**src/rtl/mem_stage_lsu.sv**
```systemverilog
// mem_stage_lsu: MEM-stage load/store unit with valid/ready request bus, load alignment and MEM/WB bubble gating.
// Optional misaligned-access trap when MEM_MISALIGN_CHECK_EN is defined.
module mem_stage_lsu (
  input  logic        clk,
  input  logic        rst,
  input  logic        MEM_i_commit,
  input  logic        MEM_i_write_gpr,
  input  logic        MEM_i_write_csr,
  input  logic        MEM_i_mem_to_reg,
  input  logic        MEM_i_system_halt,
  input  logic [31:0] MEM_i_pc,
  input  logic [31:0] MEM_i_inst,
  input  logic [31:0] MEM_i_ALU_ALUout,
  input  logic [31:0] MEM_i_ALU_CSR_out,
  input  logic [31:0] MEM_i_rs2_data,
  input  logic [4:0]  MEM_i_rd,
  input  logic [2:0]  MEM_i_csr_rd,
  input  logic        MEM_i_mem_ren,
  input  logic        MEM_i_mem_wen,
  input  logic [2:0]  MEM_i_funct3,
  input  logic        MEM_i_hold,
  output logic        mem_req_valid,
  input  logic        mem_req_ready,
  output logic [31:0] mem_req_addr,
  output logic        mem_req_wen,
  output logic [31:0] mem_req_wdata,
  output logic [3:0]  mem_req_wstrb,
  input  logic        mem_rsp_valid,
  input  logic [31:0] mem_rsp_rdata,
  output logic        MEM_o_commit,
  output logic        MEM_o_write_gpr,
  output logic        MEM_o_write_csr,
  output logic        MEM_o_mem_to_reg,
  output logic        MEM_o_system_halt,
  output logic [31:0] MEM_o_pc,
  output logic [31:0] MEM_o_inst,
  output logic [31:0] MEM_o_ALU_ALUout,
  output logic [31:0] MEM_o_ALU_CSR_out,
  output logic [31:0] MEM_o_rs2_data,
  output logic [4:0]  MEM_o_rd,
  output logic [2:0]  MEM_o_csr_rd,
  output logic [31:0] MEM_o_rdata,
`ifdef MEM_MISALIGN_CHECK_EN
  output logic        MEM_o_misalign,
`endif
  output logic        MEM_o_busy
);
  typedef enum logic [1:0] {IDLE, REQ, WAIT, DONE} state_t;
  state_t state_q, state_d;
  logic [31:0] addr_q, addr_d, wdata_q, wdata_d, rdata_q, rdata_d, sh, ext;
  logic [3:0] wstrb_q, wstrb_d, strb;
  logic [2:0] f3_q, f3_d;
  logic [1:0] a_q, a_d, a;
  logic wen_q, wen_d, mis_q, mis_d, is_mem, mis, rsp_edge, mis_done;
  assign a = MEM_i_ALU_ALUout[1:0];
  assign is_mem = MEM_i_mem_ren | MEM_i_mem_wen;
  assign strb = MEM_i_funct3[1:0] == 2'b00 ? 4'b0001 << a :
                MEM_i_funct3[1:0] == 2'b01 ? 4'b0011 << a : 4'b1111;
`ifdef MEM_MISALIGN_CHECK_EN
  assign mis = (MEM_i_funct3[1:0] == 2'b01 & a[0]) | (MEM_i_funct3[1:0] == 2'b10 & a != 2'b00);
  assign MEM_o_misalign = mis_done;
`else
  assign mis = 1'b0;
`endif
  assign sh = mem_rsp_rdata >> {a_q, 3'b000};
  assign ext = f3_q == 3'b000 ? {{24{sh[7]}}, sh[7:0]} :
               f3_q == 3'b001 ? {{16{sh[15]}}, sh[15:0]} :
               f3_q == 3'b100 ? {24'b0, sh[7:0]} :
               f3_q == 3'b101 ? {16'b0, sh[15:0]} : sh;
  assign rsp_edge = mem_rsp_valid & ((state_q == REQ & mem_req_ready) | state_q == WAIT);
  always_comb begin
    state_d = state_q;
    addr_d  = addr_q;
    wdata_d = wdata_q;
    wstrb_d = wstrb_q;
    wen_d   = wen_q;
    f3_d    = f3_q;
    a_d     = a_q;
    mis_d   = mis_q;
    rdata_d = rsp_edge & ~wen_q ? ext : rdata_q;
    case (state_q)
      IDLE: if (is_mem & ~MEM_i_hold) begin
        state_d = mis ? DONE : REQ;
        addr_d  = {MEM_i_ALU_ALUout[31:2], 2'b00};
        wdata_d = MEM_i_rs2_data << {a, 3'b000};
        wstrb_d = strb;
        wen_d   = MEM_i_mem_wen;
        f3_d    = MEM_i_funct3;
        a_d     = a;
        mis_d   = mis;
      end
      REQ:  state_d = mem_req_ready ? (mem_rsp_valid ? DONE : WAIT) : REQ;
      WAIT: state_d = mem_rsp_valid ? DONE : WAIT;
      DONE: state_d = MEM_i_hold ? DONE : IDLE;
    endcase
  end
  always_ff @(posedge clk or posedge rst) begin
    if (rst) begin
      state_q <= IDLE;
      addr_q  <= '0;
      wdata_q <= '0;
      wstrb_q <= '0;
      wen_q   <= 1'b0;
      f3_q    <= '0;
      a_q     <= '0;
      mis_q   <= 1'b0;
      rdata_q <= '0;
    end else begin
      state_q <= state_d;
      addr_q  <= addr_d;
      wdata_q <= wdata_d;
      wstrb_q <= wstrb_d;
      wen_q   <= wen_d;
      f3_q    <= f3_d;
      a_q     <= a_d;
      mis_q   <= mis_d;
      rdata_q <= rdata_d;
    end
  end
  assign mem_req_valid = state_q == REQ;
  assign mem_req_addr  = addr_q;
  assign mem_req_wen   = wen_q;
  assign mem_req_wdata = wdata_q;
  assign mem_req_wstrb = wstrb_q;
  assign MEM_o_busy = (state_q == IDLE & is_mem) | state_q == REQ | state_q == WAIT;
  // A trapped misaligned access retires as a halt with no architectural write.
  assign mis_done = state_q == DONE & mis_q;
  assign MEM_o_commit      = MEM_i_commit & ~MEM_o_busy & ~mis_done;
  assign MEM_o_write_gpr   = MEM_i_write_gpr & ~MEM_o_busy & ~mis_done;
  assign MEM_o_write_csr   = MEM_i_write_csr & ~MEM_o_busy;
  assign MEM_o_system_halt = (MEM_i_system_halt | mis_done) & ~MEM_o_busy;
  assign MEM_o_mem_to_reg  = MEM_i_mem_to_reg;
  assign MEM_o_pc          = MEM_i_pc;
  assign MEM_o_inst        = MEM_i_inst;
  assign MEM_o_ALU_ALUout  = MEM_i_ALU_ALUout;
  assign MEM_o_ALU_CSR_out = MEM_i_ALU_CSR_out;
  assign MEM_o_rs2_data    = MEM_i_rs2_data;
  assign MEM_o_rd          = MEM_i_rd;
  assign MEM_o_csr_rd      = MEM_i_csr_rd;
  assign MEM_o_rdata       = rdata_q;
endmodule

```
**config.mk**
```make
export PLATFORM = sky130hd
export DESIGN_NAME = mem_stage_lsu
export DESIGN_NICKNAME = d
export VERILOG_FILES = /design/src/rtl/mem_stage_lsu.sv
export SDC_FILE = /design/constraint.sdc
export NUM_CORES = 1
export LEC_CHECK = 0
export CELL_PAD_IN_SITES_DETAIL_PLACEMENT = 0
export CELL_PAD_IN_SITES_GLOBAL_PLACEMENT = 1
export CORE_AREA = 2 2 190 192
export DETAILED_ROUTE_END_ITERATION = 12
export DIE_AREA = 0 0 192 194
export HOLD_SLACK_MARGIN = 0.03
export PLACE_DENSITY = 0.77
export SLEW_MARGIN = 20
export SYNTH_ARGS = -nofsm -noshare
export SYNTH_HDL_FRONTEND = slang
export SYNTH_SLANG_ARGS = --single-unit
export TNS_END_PERCENT = 1
```
**constraint.sdc**
```tcl
create_clock -name clk -period 3.85 [get_ports clk]
set_input_delay 0.385 -clock clk [delete_from_list [all_inputs] [get_ports clk]]
set_output_delay 0.385 -clock clk [all_outputs]
set_load 0.05 [all_outputs]
```
-- Word-level counts from Yosys, hierarchy flattened
Cells that the tools add are included.
- reductions and logical operators: 4
- bitwise operators: 16
- shift operators: 4
- mux-type cells: 11
- equality and inequality tests: 8
- operators with widths (kind ; count):
    $mux W32 ; 4
    $shl A32 B5 Y32 ; 1
    $shr A32 B5 Y32 ; 1
    $and A1 B1 Y1 ; 9
    $mux W4 ; 2
    $pmux W2 S4 ; 1
    $eq A3 B3 Y1 const B ; 2
    $mux W2 ; 3
    $eq A2 B1 Y1 const B ; 2
    $eq A2 B2 Y1 const B ; 2
    $logic_not A2 Y1 ; 2
    $or A1 B1 Y1 ; 4
    $shl A1 B2 Y4 const A ; 1
    $shl A2 B2 Y4 const A ; 1
    $eq A3 B1 Y1 const B ; 1
    $logic_not A3 Y1 ; 1
    $not A1 Y1 ; 3
    $ne A2 B2 Y1 const B ; 1
    $reduce_and A2 Y1 ; 1
    $mux W1 ; 1
- flip-flop bits (word level): 106
- logic and storage cells: 51

-- Depth between registers and ports, before layout
- word-level depth: 6
- depth in mapped cells: 9
- gate-level depth less buffers: 6

-- Worst setup path after synthesis
Ideal clock, no wire load.
- path type: register -> output
- from: reg state_q[1]
- to: out MEM_o_commit
- cell stages (with the launch flop): 5
- data arrival time: 1.927 ns
- path slack: 1.538 ns
- required time: 3.465 ns
- cells stage by stage: dfrtp_1 -> buf_2 -> nor4_1 -> a21oi_1 -> nor2b_1
- cells in the longest elaborated chain, start to end: 6
- elaborated cells between the ends (all ways): 8
- classes of those cells: eq/ne (2); bitwise (5); reduce/logical (1)
- ends and longest elaborated chain (item ; line ; source):
    start, declared ; 49 ; state_t state_q, state_d;
    start signal, assigned ; 109 ; state_q <= state_d;
    $logic_not A2 Y1 ; 125 ; assign MEM_o_busy = (state_q == IDLE & is_mem) | state_q == REQ | state_q == WAIT;
    $and A1 B1 Y1 ; 125 ;
    $or A1 B1 Y1 ; 125 ;
    $or A1 B1 Y1 (*) ; 125 ;
    named net MEM_o_busy ; 46 ; output logic MEM_o_busy
    $not A1 Y1 (*) ; 128 ; assign MEM_o_commit = MEM_i_commit & ~MEM_o_busy & ~mis_done;
    $and A1 B1 Y1 (*) ; 128 ;
    end, declared ; 30 ; output logic MEM_o_commit,
Mark *: on every way through the listed nets, which the timed path passes. The rest lies on a longest branch.

-- Final worst setup path
- from: reg state_q[1]
- to: out MEM_o_write_gpr
- cells in the longest elaborated chain, start to end: 6
- elaborated cells between the ends (all ways): 8
- classes of those cells: eq/ne (2); bitwise (5); reduce/logical (1)
- ends and longest elaborated chain (item ; line ; source):
    $logic_not A2 Y1 ; 125 ;
    $and A1 B1 Y1 ; 125 ;
    $or A1 B1 Y1 ; 125 ;
    $or A1 B1 Y1 (*) ; 125 ;
    $not A1 Y1 (*) ; 129 ; assign MEM_o_write_gpr = MEM_i_write_gpr & ~MEM_o_busy & ~mis_done;
    $and A1 B1 Y1 (*) ; 129 ;
    end, declared ; 31 ; output logic MEM_o_write_gpr,
Every way passes the cells marked *; elsewhere a longest branch is shown, timed or not.

==> run_results.csv <==
group,metric,value,unit
cells_and_area,register_area,0.002653,mm^2
routing,drc,0,
grt,grt_pass1_wl,31.06,mm
cts,clk_pin_slew,0.07,ns
cells_and_area,nNetsFinal,984,
die,fp.dieH,194,um
cells_and_area,fin_util,0.2535,
synthesis,synth-seq-area-share,0.4032,
routing,totalWireLength,20.84,mm
worst_setup_path,crit_fanout,10,
cts,insertion_delay,0.37,ns
grt,globalRouteOverflowTotal,0,
routing,drt_iter0_drc,175,
power_and_ir_drop,powerDensity,897.1,mW/mm^2
power_and_ir_drop,p_switching,4073,uW
hold_path,hold_class,"in2async",
routing,firstDrtPassIters,4,
worst_setup_path,rr_endpoint,"MEM_o_rdata[22]",
cells_and_area,multi_input_area,0.002481,mm^2
grt,antenna_found_initial,0,
routing,drt-met1-wl,8.455,mm
synthesis,async_reset_ff_frac,1.000,
die,start_util,0.1868,
synthesis,synth_edf_count,0,
place,gp_congestion,0.8072,
place,place_hpwl,15.80,mm
power_and_ir_drop,power_frac_comb,0.621,
worst_setup_path,crit_path_end,"MEM_o_write_gpr",
job,maxCapViolations,0,
routing,drt-vias-per-instance,4.051,
cts,numCtsBuffers,9,
routing,via_count,4987,
synthesis,synth_warnings,0,
routing,wl_met3,2.190,mm
cts,cts_tree,"done",
die,core,0.03522,mm^2
timing,layout_min_cycle_time,2.642,ns
timing,setup_viol,0,
timing,fin_skew,0.007094,ns
die,row_count,69,
synthesis,synth_cells,674,
grt,first_global_vias,5096,
worst_setup_path,reg2reg_depth,5,
routing,postRouteAntennaNets,0,
grt,grt_usage,0.1112,
worst_setup_path,required,3.46,ns
synthesis,ys.flop_type,"dfrtp_1",
power_and_ir_drop,p_clk_frac,0.126,
routing,wl_per_cell,16.93,um
die,die-area,0.03725,mm^2
cts,clockBufferDepth,2,
timing,rsz0062_at_grt,"false",
place,port_buffers,278,
die,io-pin-count,491,
timing,fmax,0.3785,GHz
cells_and_area,diodes,0,
cells_and_area,fin_area,0.008930,mm^2
outcome,outcome,"finished clean",
power_and_ir_drop,power,8011,uW
power_and_ir_drop,seq_power_share,0.252,
cts,cts-root-buf,"clkbuf_16",
cts,cts_hold_buf,0,
worst_setup_path,r2r_start,"state_q[1]",
cts,cts_sinks,106,
synthesis,ys_types,34,
routing,top_layer,"met4",
cts,cts_resized,0,
synthesis,synth_area,0.006579,mm^2
place,dpl-instance-area,0.008611,mm^2
timing,slew-limit-headroom,0.2483,
power_and_ir_drop,max-vdd-ir-drop,0.6103,mV
timing,finalSetupTns,0,ns
cts,cts_max_level,3,
synthesis,ys_ff_latch,106,
cells_and_area,syn2layout_area_growth,35.74,%
power_and_ir_drop,switching_share,0.5084,
grt,grt_max_degree,66,
timing,period_share,0.6863,
power_and_ir_drop,p_int,3938,uW
timing,hold_viol,0,
worst_setup_path,crit_arrival,2.26,ns
worst_setup_path,crit_type,"reg2out",
timing,tightest_slew,1.123,ns
timing,final-max-slew-violation-count,0,
worst_setup_path,ff2ff_setup_slack,1.69,ns
worst_setup_path,startpoint,"state_q[1]",
synthesis,syn_area_per_cell,9.761,um^2
worst_setup_path,cp-end-kind,"output port",
cts,cts_setup_buffers,0,
cells_and_area,drive_gt1_frac,0.1403,
cells_and_area,fillers,3805,
power_and_ir_drop,leakage,0.003470,uW
worst_setup_path,start_kind,"register",
die,fp.dieW,192,um
routing,met2_length,9.746,mm
state kept, by name, summed over array words and instances (netlist names):
signal / cells
MEM_o_rdata: 32
mem_req_wdata: 32
mem_req_addr: 30
mem_req_wstrb: 4
f3_q: 3
a_q: 2
state_q: 2
mem_req_wen: 1
worst max-delay path, stage by stage (launching register included):
cell	delay, ns
dfrtp_1	0.49
nor4_1	0.30
a21oi_1	0.14
nor2b_1	0.15
clkdlybuf4s50_1	0.81
per-layer routing:
| layer | vias up | GRT usage |
|---|---|---|
| met3 | 36 | 0.05195 |
| met4 | 0 | 0.04043 |
| met5 | - | 0 |
| li1 | 2338 | - |
| met1 | 2346 | 0.1292 |
| met2 | 267 | 0.1780 |
synthesized netlist by cell type (7+ instances only):
cell type    n  area (um^2)
mux2i_1     24        240.2
buf_4      171         1284
dfrtp_1    106         2653
o2bb2ai_1    7        61.31
o21ai_2      9        78.83
a211oi_1    17        127.6
mux2_2      57        641.9
buf_2       12        60.06
o21ai_0     44        220.2
nand2_1     41        153.9
a21oi_1     32        160.2
nor2b_1     23        143.9
a22oi_1     16        120.1
nor2_1      31        116.4
o31ai_1      9        67.56
clkbuf_1    24        90.09
o21ai_1     19        95.09
cell type report:
type | instances | area share
repair buffers | 290 | 0.3239
flip-flops and latches | 106 | 0.2970
multi-input cells | 355 | 0.2778
well taps | 461 | 0.06459
clock buffers | 11 | 0.02830
clock inverters | 5 | 0.006726
inverters | 3 | 0.001541
power groups by stage:
stage,combinational (uW),sequential [uW],clock (uW)
floorplan,1890,3750,0
global placement,4980,2010,0
detailed placement,5000,2040,0
CTS,5010,2030,1070
global route,5250,2100,1110
finish,4980,2020,1010
cells in the final DEF (no fill, tap or decap), types with 4 or more instances in the layout:
master / n
a21oi_2: 4
nor2_1: 31
o21ai_2: 9
a21oi_1: 31
o21ai_1: 18
nor2b_1: 23
dfrtp_1: 106
mux2i_1: 24
mux2_2: 57
buf_4: 10
clkdlybuf4s50_1: 277
ha_1: 4
o31ai_1: 9
a211oi_1: 17
a22oi_1: 16
nand2_1: 41
clkbuf_16: 9
o21ai_0: 44
o2bb2ai_1: 7
stage by stage:
stage                     cells  worst slack (ns)  hold slack [ns]
after CTS                  1231             1.175           0.2965
after floorplan             675            0.6761           0.4904
final                      1231             1.208           0.3111
after detailed placement   1215             1.217           0.4689
after global routing       1231            0.9879           0.3162
after global placement     1215             1.237           0.4595
how the worst min path moves through the flow:
stage | slack [ns] | from | depth (start not counted) | to
finish | 0.31 | rst | 2 | mem_req_addr[22]
detailed placement | 0.47 | mem_req_wdata[6] | 2 | mem_req_wdata[6]
floorplan | 0.49 | MEM_i_mem_wen | 2 | mem_req_wen
global placement | 0.46 | mem_req_wdata[9] | 2 | mem_req_wdata[9]
CTS | 0.30 | rst | 2 | mem_req_addr[19]
global route | 0.32 | rst | 2 | mem_req_addr[22]
logic make-up (layout without fill, tap and decap cells):
| group | after synthesis | count (layout) | synth area share |
|---|---|---|---|
| buffers and inverters | 214 | 309 | 0.2254 |
| AO/OA/AOI/OAI | 159 | 159 | 0.1499 |
| AND/OR/NAND/NOR | 108 | 108 | 0.07588 |
| flip-flops | 106 | 106 | 0.4032 |
| multiplexers | 82 | 82 | 0.1375 |
| adder cells (fa/ha/maj) | 4 | 4 | 0.007608 |
| other | 1 | 2 | 0.0005700 |
No activity file was read; power rests on OpenSTA's default activity.
==> RTL change: new RTL, config.mk and constraints unchanged <==
Reset style: synchronous (`rst`), changed in one clocked block.
--- a/src/rtl/mem_stage_lsu.sv
+++ b/src/rtl/mem_stage_lsu.sv
@@ -95,5 +95,5 @@
     endcase
   end
-  always_ff @(posedge clk or posedge rst) begin
+  always_ff @(posedge clk) begin
     if (rst) begin
       state_q <= IDLE;
Behaviour: differs if rst is asserted again (counterexample within 4 cycles, from zero or initial values and one cycle with rst high); with rst held inactive, the same outputs for 4 cycles.
==> RTL change against the original RTL <==
Sequential cell count is the same; design area shrank 2.4%; wire length grew 10%; largest cell class unchanged; critical path depth grew 2; fmax grew 0.96%; area after synthesis shrank 1.9%; count of clock-buffer cells in the layout grew 3; worst setup slack gained 25 ps.
Power is not compared: it rests on default switching activity, and its combinational part moved more than twofold at a synthesized area within 25%.
==> RTL change: results (changes against the original RTL) <==
Final Net Count -> 1076 (+9.3%)
Commonest cells in the netlist -> buf_4 (171), nand2_1 (108), dfxtp_1 (106)
CP arrival -> 2230 ps (-30 ps)
GRT Util Overall -> 12.1% (+0.97 points)
Routed vias/inst -> 4.19 (+3.5%)
Largest net degree at the start of global routing -> 72 (+9.1%)
Sequential area share after synthesis -> 32.9% (-7.4 points)
Worst-Margin Slew -> 856 ps (-266 ps)
Main flop type after synthesis -> dfxtp_1
Synth cell types -> 40 (+18%)
First-pass GRT wire length -> 33.6 mm (+8.1%)
Placement Setup Slack -> 1180 ps (-37.5 ps)
Status -> finished, final reports clean
CP max FO -> 5 (-5)
Placed standard-cell area -> 8400 um2 (-2.5%)
Detailed-route wire length per cell -> 17.3 um (+2.4%)
Ys async rst share -> 0% (-100 points)
Worst Hold Class -> input pin to flop
Vias -> 5549 (+11%)
Worst clock skew -> 10.6 ps (+3.53 ps)
Detailed Route Iter0 Violations -> 193 (+10%)
RePlAce Congestion -> 0.827 (+2.5%)
Synth area leaders -> dfxtp_1 (33%), buf_4 (20%), mux2i_1 (7.3%), nand2_1 (6.3%), a21oi_1 (5.6%)
Fillers -> 3877 (+1.9%)
DP HPWL -> 17.2 mm (+9.1%)
RTL change: cell count changes after synthesis, moves of 23 or more:
cell      before  now
dfrtp_1      106    0
dfxtp_1        0  106
nand2_1       41  108
mux2_2        57   15
a21oi_1       32   72
o21ai_0       44   13
o211ai_1       0   27
mux2i_1       24   47
RTL change: power by group:
part	leakage [uW]	internal [uW]	switching, uW
sequential	0.000866	1170	53.6
combinational	0.00192	417	761
clock	0.000151	590	442
total	0.00294	2180	1260
RTL change: layout make-up:
class / instances / area share (%)
repair buffers: 292 / 33.1
multi-input cells: 443 / 32.2
flip-flops and latches: 106 / 24.4
well taps: 461 / 6.62
clock buffers: 14 / 2.91
clock inverters: 2 / 0.689
inverters: 5 / 0.215
RTL change: worst paths after layout:
check / to / slack (ps) / cells after the start / startpoint
setup reg to reg: mem_req_wdata[22] / 1640 / 4 / state_q[1]
hold reg to reg: mem_req_addr[27] / 450 / 2 / mem_req_addr[27]
setup / recovery: MEM_o_system_halt / 1230 / 6 / MEM_i_mem_wen
hold / removal: f3_q[2] / 290 / 2 / rst
RTL change: metal layers:
layer / GRT usage [%] / vias up / wire (um)
li1: - / 2663 / -
met4: 4.18 / 2 / 439
met2: 19.0 / 238 / 10600
met1: 14.7 / 2611 / 9720
met5: 1.19 / - / 27
met3: 5.03 / 35 / 2100
RTL change: per-stage QoR:
stage                     total power [uW]  hold slack (ps)
final                                 3440              292
after global routing                  3590              286
after CTS                             3490              276
after detailed placement              2440              445
after global placement                2430              438
after floorplan                       2310              472
RTL change: logic make-up after synthesis:
group / Yosys count / share of synthesized area [%]
AOI/OAI and AO/OA: 174 / 18.7
and+or+nand+nor: 200 / 13.3
DFF: 106 / 32.9
muxes: 63 / 10.3
other: 1 / 0.0581
adders and majority gates: 4 / 0.776
buffers and inverters: 232 / 24.1
